==> config.mk <==
export PLATFORM = sky130hd
export DESIGN_NAME = calc_op_select
export DESIGN_NICKNAME = d
export VERILOG_FILES = /design/src/rtl/calc_pkg.sv /design/src/rtl/onehot_enc.sv /design/src/rtl/calc_op_select.sv
export SDC_FILE = /design/constraint.sdc
export NUM_CORES = 1
export LEC_CHECK = 0
export CORE_MARGIN = 2
export CORE_UTILIZATION = 45
export DETAILED_ROUTE_END_ITERATION = 12
export GPL_ROUTABILITY_DRIVEN = 0
export MAX_ROUTING_LAYER = met4
export PLACE_DENSITY = 0.75
export SLEW_MARGIN = 20
export SYNTH_ARGS = -nofsm -noshare
export SYNTH_HDL_FRONTEND = slang
export SYNTH_HIERARCHICAL = 1
export SYNTH_SLANG_ARGS = --single-unit
export TNS_END_PERCENT = 20
==> constraint.sdc <==
create_clock -name clk -period 1.7 [get_ports clk]
set_input_delay 0.51 -clock clk [delete_from_list [all_inputs] [get_ports clk]]
set_output_delay 0.51 -clock clk [all_outputs]
set_load 0.05 [all_outputs]
==> src/rtl/calc_pkg.sv <==
// -----------------------------------------------------------------------------
// calc_pkg
// Shared definitions for the calculator operation selector.
//   - Opcode values presented to the ALU controller (0 means no operation).
//   - State encoding of the selector FSM.
// No ports: package only.
// -----------------------------------------------------------------------------
package calc_pkg;

    // Opcode values; bit i of the button vector maps to opcode i+1.
    localparam int IDLE = 0;
    localparam int ADD  = 1;
    localparam int SUB  = 2;
    localparam int MUL  = 3;
    localparam int XOR  = 4;

    // Selector FSM states.
    typedef enum logic [1:0] {
        S_IDLE     = 2'd0,  // waiting for any button
        S_FILT     = 2'd1,  // candidate captured, checking it stays put
        S_VALID    = 2'd2,  // opcode offered, waiting for op_ready
        S_WAIT_REL = 2'd3   // press consumed or rejected, waiting for release
    } state_e;

endpackage

==> src/rtl/onehot_enc.sv <==
// -----------------------------------------------------------------------------
// onehot_enc
// Combinational classifier for a button vector.
//   vec       : input,  N bits, candidate button vector
//   is_onehot : output, 1 bit,  exactly one bit of vec is set
//   idx       : output, W bits, index of the lowest set bit of vec
//               (the index of the only set bit when vec is one-hot,
//               0 when vec is all zero)
// The lowest-set-bit index serves both the strict build, where it is only
// used when is_onehot is high, and the priority build, where a multi-hot
// vector resolves to its lowest button.
// -----------------------------------------------------------------------------
module onehot_enc
    import calc_pkg::*;
#(
    parameter int N = 4,
    parameter int W = $clog2(N + 1)
) (
    input  logic [N-1:0] vec,
    output logic         is_onehot,
    output logic [W-1:0] idx
);

    logic found_s;
    logic multi_s;

    // Scan from bit 0 upward: the first set bit gives idx, any later one marks multi-hot.
    always_comb begin
        idx       = '0;
        found_s   = 1'b0;
        multi_s   = 1'b0;
        for (int i = 0; i < N; i++) begin
            if (vec[i] && !found_s) begin
                idx     = W'(i);
                found_s = 1'b1;
            end else if (vec[i]) begin
                multi_s = 1'b1;
            end else begin
                multi_s = multi_s;
            end
        end
        is_onehot = found_s & ~multi_s;
    end

endmodule

==> src/rtl/calc_op_select.sv <==
// -----------------------------------------------------------------------------
// calc_op_select
// Operation selector of the calculator: filters the synchronised operation
// buttons for stability, rejects multi-button presses, and offers exactly one
// binary opcode per press to the ALU controller on a valid/ready handshake.
// A new press is only considered after every button has been released.
//
// Ports:
//   clk      : input,  1      rising-edge clock
//   rst      : input,  1      synchronous active-high reset (highest priority)
//   sel      : input,  N_OPS  synchronised button vector, one-hot = legal
//   op_out   : output, OPW    registered opcode, 0 whenever op_valid is low
//   op_valid : output, 1      opcode offered
//   op_ready : input,  1      consumer takes op_out when op_valid & op_ready
//   err      : output, 1      one-cycle pulse on a rejected stable multi-hot
//   busy     : output, 1      FSM is outside S_IDLE
//
// Build option:
//   CALC_OP_PRIORITY_EN  when defined, a stable multi-hot press resolves to
//                        its lowest set button and err is never raised.
// -----------------------------------------------------------------------------
module calc_op_select
    import calc_pkg::*;
#(
    parameter int N_OPS         = 4,
    parameter int OPW           = $clog2(N_OPS + 1),
    parameter int STABLE_CYCLES = 4,
    parameter int CNTW          = $clog2(STABLE_CYCLES + 1)
) (
    input  logic             clk,
    input  logic             rst,
    input  logic [N_OPS-1:0] sel,
    output logic [OPW-1:0]   op_out,
    output logic             op_valid,
    input  logic             op_ready,
    output logic             err,
    output logic             busy
);

    localparam logic [CNTW-1:0]  CNT_LAST = CNTW'(STABLE_CYCLES - 1);
    localparam logic [CNTW-1:0]  CNT_ONE  = CNTW'(1);
    localparam logic [OPW-1:0]   OP_ONE   = OPW'(1);
    localparam logic [OPW-1:0]   OP_IDLE  = OPW'(IDLE);

    state_e             state_q;
    state_e             state_d;
    logic [N_OPS-1:0]   cand_q;
    logic [N_OPS-1:0]   cand_d;
    logic [CNTW-1:0]    cnt_q;
    logic [CNTW-1:0]    cnt_d;
    logic [OPW-1:0]     op_out_q;
    logic [OPW-1:0]     op_out_d;
    logic               op_valid_q;
    logic               op_valid_d;
    logic               err_q;
    logic               err_d;

    logic               enc_onehot_s;
    logic [OPW-1:0]     enc_idx_s;
    logic               accept_s;
    logic               sel_active_s;
    logic               sel_match_s;
    logic               cnt_last_s;

    // Classify the held candidate, not the live input, so the decision uses
    // exactly the vector that passed the stability filter.
    onehot_enc #(
        .N (N_OPS),
        .W (OPW)
    ) u_enc (
        .vec       (cand_q),
        .is_onehot (enc_onehot_s),
        .idx       (enc_idx_s)
    );

`ifdef CALC_OP_PRIORITY_EN
    // Candidate is never zero in S_FILT, so any stable press yields an opcode.
    assign accept_s = 1'b1;
`else
    assign accept_s = enc_onehot_s;
`endif

    assign sel_active_s = (sel != '0);
    assign sel_match_s  = (sel == cand_q);
    assign cnt_last_s   = (cnt_q == CNT_LAST);

    // Next-state, filter counter and output register inputs.
    always_comb begin
        state_d    = state_q;
        cand_d     = cand_q;
        cnt_d      = cnt_q;
        op_out_d   = op_out_q;
        op_valid_d = op_valid_q;
        err_d      = 1'b0;
        case (state_q)
            S_IDLE: begin
                if (sel_active_s) begin
                    cand_d  = sel;
                    cnt_d   = '0;
                    state_d = S_FILT;
                end else begin
                    state_d = S_IDLE;
                end
            end
            S_FILT: begin
                if (!sel_match_s) begin
                    // Bounce or release before the filter completed: drop silently.
                    state_d = S_IDLE;
                end else if (cnt_last_s) begin
                    if (accept_s) begin
                        op_out_d   = enc_idx_s + OP_ONE;
                        op_valid_d = 1'b1;
                        state_d    = S_VALID;
                    end else begin
                        err_d   = 1'b1;
                        state_d = S_WAIT_REL;
                    end
                end else begin
                    cnt_d = cnt_q + CNT_ONE;
                end
            end
            S_VALID: begin
                // Offer is frozen here; only the handshake moves us on.
                if (op_ready) begin
                    op_valid_d = 1'b0;
                    op_out_d   = OP_IDLE;
                    state_d    = S_WAIT_REL;
                end else begin
                    state_d = S_VALID;
                end
            end
            S_WAIT_REL: begin
                if (!sel_active_s) begin
                    state_d = S_IDLE;
                end else begin
                    state_d = S_WAIT_REL;
                end
            end
            default: begin
                state_d    = S_IDLE;
                op_valid_d = 1'b0;
                op_out_d   = OP_IDLE;
            end
        endcase
    end

    // State, filter and output registers; reset discards any pending opcode.
    always_ff @(posedge clk) begin
        if (rst) begin
            state_q    <= S_IDLE;
            cand_q     <= '0;
            cnt_q      <= '0;
            op_out_q   <= OP_IDLE;
            op_valid_q <= 1'b0;
            err_q      <= 1'b0;
        end else begin
            state_q    <= state_d;
            cand_q     <= cand_d;
            cnt_q      <= cnt_d;
            op_out_q   <= op_out_d;
            op_valid_q <= op_valid_d;
            err_q      <= err_d;
        end
    end

    assign op_out   = op_out_q;
    assign op_valid = op_valid_q;
    assign err      = err_q;
    assign busy     = (state_q != S_IDLE);

endmodule
==> results_dict.tcl <==
set metrics [dict create \
    synth.cell_area_um2 762 \
    place_ws_ns -0.448 \
    tritoncts.num_buffers 3 \
    drt_iter0_markers 34 \
    drtAntennaViolNets 0 \
    synthMostInstantiatedCell "sky130_fd_sc_hd__dfxtp_1" \
    slew_viol_final 0 \
    grt_use_total_pct 21.3 \
    finalWorstPathRequiredPeriod_ns 1.66 \
    layout-area-overhead-vs-synth_pct 51.4 \
    critical_path_destination "op_out[2]" \
    rr_startpoint "cand_q[3]" \
    timing.hold.ws_ns 0.505 \
    synth_sequential_area_ratio_pct 36.8 \
    synth_unique_cells 32 \
    clk_path_buf_depth 2 \
    routed-via-count 774 \
    postSynth.asyncResetShare_pct 0 \
    max_freq_mhz 601 \
    yosysTopAreaCell "sky130_fd_sc_hd__dfxtp_1" \
    dpl.hpwl_mm 1.26 \
    yosysWarnings 6 \
    worst_setup_hold_path_clk_slew_ns 0.09 \
    timing.reg2reg.worst_path_depth 6 \
    grt_antenna_before_repair 0 \
    timing.critical_path.fanout_max 5 \
    final_setup_margin_ns 0.0363 \
    max-vdd-ir-drop_v 0.000368 \
    skew_ns 0.00177 \
    synthCells 86 \
    layout.nets 128 \
    synth-seq-cells 14 \
    start_kind "flop" \
    die-area_um2 2040 \
    initial_utilization_pct 49.4 \
    wire_length_per_cell_after_detailed_routing_um 14.4 \
    power-per-cell-area_nw_per_um2 669 \
    crit-reg2reg-capture "op_out[2]" \
    cp_data_required_time_ns 1.88 \
    worst_hold_path_type "flop to flop" \
    antenna-diode-count 0 \
    synthesis.nets 96 \
    globalRouteOverflowTotal 0 \
    cts_root_buf "sky130_fd_sc_hd__clkbuf_4" \
    routed_via_density 5.82 \
    criticalPathCategory "flop to flop" \
    status "complete, no violations" \
    die_x_um 45.2 \
    netlist.area_leader.share_pct 36.8 \
    syn_avg_cell_area_um2 8.86 \
    drc_errors 0 \
    crit_path_top_delay_cell "sky130_fd_sc_hd__nor4_4" \
    critPathMaxStageDelay_ns 0.41 \
    min_delay_path_depth 2 \
    clk_latency_worst_skew_pair_ns 0.29 \
    fin_crit_sh_pct 97.9 \
    synth_commonest_cells "sky130_fd_sc_hd__dfxtp_1 (14), sky130_fd_sc_hd__nand2_1 (10), sky130_fd_sc_hd__a21oi_1 (6), sky130_fd_sc_hd__nor2_1 (6)" \
    synthFlopType "sky130_fd_sc_hd__dfxtp_1" \
    pin_count_of_the_biggest_net_entering_global_routing 10 \
    power.leakage_nw 0.510 \
    io_pins 13 \
    router_iterations_before_antenna_repair 4 \
    r2r_slack_ns 0.04 \
    buffer_ports.inserted 12 \
    worst_ep_arrival_time_ns 1.84 \
    cp_cell_sequence "buf_4 -> xor2_2 -> nor4_4 -> nand4_1 -> buf_6 -> mux2i_1" \
    top_cells_by_area_synth "sky130_fd_sc_hd__dfxtp_1 (37%), sky130_fd_sc_hd__ha_1 (4.9%), sky130_fd_sc_hd__nand2_1 (4.9%)" \
    setup.worst_path.end_class "flop" \
    drv.max_cap_violation_count 0 \
    fp-row-count 14 \
    htree_num_levels 1 \
    drive_above_1_share_pct 35.0 \
    routed_wl_mm 1.91 \
    timing.final.setup_violations 0 \
    cts_tree "done" \
    cts.sink_count 14 \
    wire_length_of_the_first_global_routing_pass_mm 3.00 \
    hold_viol_final 0 \
    startpoint "cand_q[3]" \
    number_of_global_route_vias_before_repair 695 \
    dieHeight_um 45.2 \
    report.power.total_mw 0.772 \
    core_area_um2 1540 \
    number_of_enable_type_register_cells_in_the_synthesized_netlist 0 \
]
==> cells in the final DEF (no fill, tap or decap), types with 2 or more instances in the layout <==
| cell | n |
|---|---|
| sky130_fd_sc_hd__dfxtp_1 | 12 |
| sky130_fd_sc_hd__a22oi_1 | 2 |
| sky130_fd_sc_hd__xor2_1 | 2 |
| sky130_fd_sc_hd__ha_1 | 3 |
| sky130_fd_sc_hd__or4b_1 | 2 |
| sky130_fd_sc_hd__nand2_1 | 9 |
| sky130_fd_sc_hd__nor3_1 | 2 |
| sky130_fd_sc_hd__xor2_2 | 2 |
| sky130_fd_sc_hd__nor4_4 | 2 |
| sky130_fd_sc_hd__nor2_1 | 6 |
| sky130_fd_sc_hd__mux2i_1 | 3 |
| sky130_fd_sc_hd__inv_1 | 4 |
| sky130_fd_sc_hd__nor2b_1 | 3 |
| sky130_fd_sc_hd__clkdlybuf4s50_1 | 2 |
| sky130_fd_sc_hd__or3_1 | 2 |
| sky130_fd_sc_hd__nand3_1 | 4 |
| sky130_fd_sc_hd__dlygate4sd2_1 | 2 |
| sky130_fd_sc_hd__clkbuf_4 | 3 |
| sky130_fd_sc_hd__a21oi_1 | 6 |
| sky130_fd_sc_hd__xnor2_1 | 2 |
| sky130_fd_sc_hd__buf_4 | 17 |
| sky130_fd_sc_hd__buf_12 | 5 |
==> worst max-delay path: cells and delay by family, from the launching register on <==
family | cells | cell delay [ns]
xor gates and xnor gates | 1 | 0.18
buffers and inverters | 2 | 0.31
DFF | 1 | 0.37
muxes | 1 | 0.11
and+or+nand+nor | 2 | 0.58
==> flip-flops by register name, indices dropped and copies added, names as in the netlist <==
register and cells:
cand_q 4, cnt_q 3, op_valid 1, err 1, op_out 3, state_q 2
==> what timing repair did <==
action | 4_1_cts | 5_1_grt
endpoints found under the setup margin | 12 | 11
pin swaps | 4 | 3
gates resized for setup | 9 | 9
hold buffers | 0 | 0
setup buffers | 2 | 1
endpoints found under the hold margin | 0 | 0
==> worst min path at each step <==
stage | slack [ns] | startpoint | end
6_report | 0.51 | op_valid | op_valid
5_1_grt | 0.53 | op_valid | op_valid
4_1_cts | 0.51 | op_valid | op_valid
3_5_place_dp | 0.49 | cnt_q[1] | cnt_q[1]
3_3_place_gp | 0.49 | cnt_q[1] | cnt_q[1]
2_1_floorplan | 0.47 | cnt_q[1] | cnt_q[1]
==> power by group <==
| group | leakage (nW) | internal [mW] | switching, mW |
|---|---|---|---|
| clock | 0.0210 | 0.131 | 0.116 |
| combinational | 0.374 | 0.0824 | 0.0914 |
| sequential | 0.115 | 0.337 | 0.0146 |
==> final cells by class <==
class | count | area [um^2]
multi-input cells | 66 | 503
repair buffers | 29 | 294
well taps | 16 | 20.0
clock buffers | 4 | 36.3
fillers | 111 | 388
inverters | 4 | 15.0
flip-flops and latches | 14 | 285
==> layer usage <==
| layer | vias up | GRT usage (%) | part of all wire, % |
|---|---|---|---|
| li1 | 370 | - | - |
| met1 | 347 | 27.9 | 44 |
| met2 | 51 | 33.4 | 45 |
| met3 | 6 | 4.80 | 8.6 |
| met4 | 0 | 5.29 | 2.6 |
| met5 | - | - | 0 |
==> through the flow <==
step                      setup TNS, ns  utilization (%)  instance area (um^2)  std cells
after floorplan                       0                -                   762         86
after global placement            -4.72             67.7                  1040        126
after detailed placement          -5.00             67.7                  1040        126
after CTS                      -0.00809             73.0                  1120        132
after global routing            -0.0636             74.8                  1150        133
final                                 0             74.8                  1150        133
==> cells by family after synthesis <==
group	share of synthesized area (%)
muxes	5.42
and+or+nand+nor	29.4
AOI/OAI and AO/OA	12.6
xor gates and xnor gates	6.90
other	0.492
adders and majority gates	4.93
buffers and inverters	3.45
DFF	36.8
No activity file was read; power rests on OpenSTA's default activity.
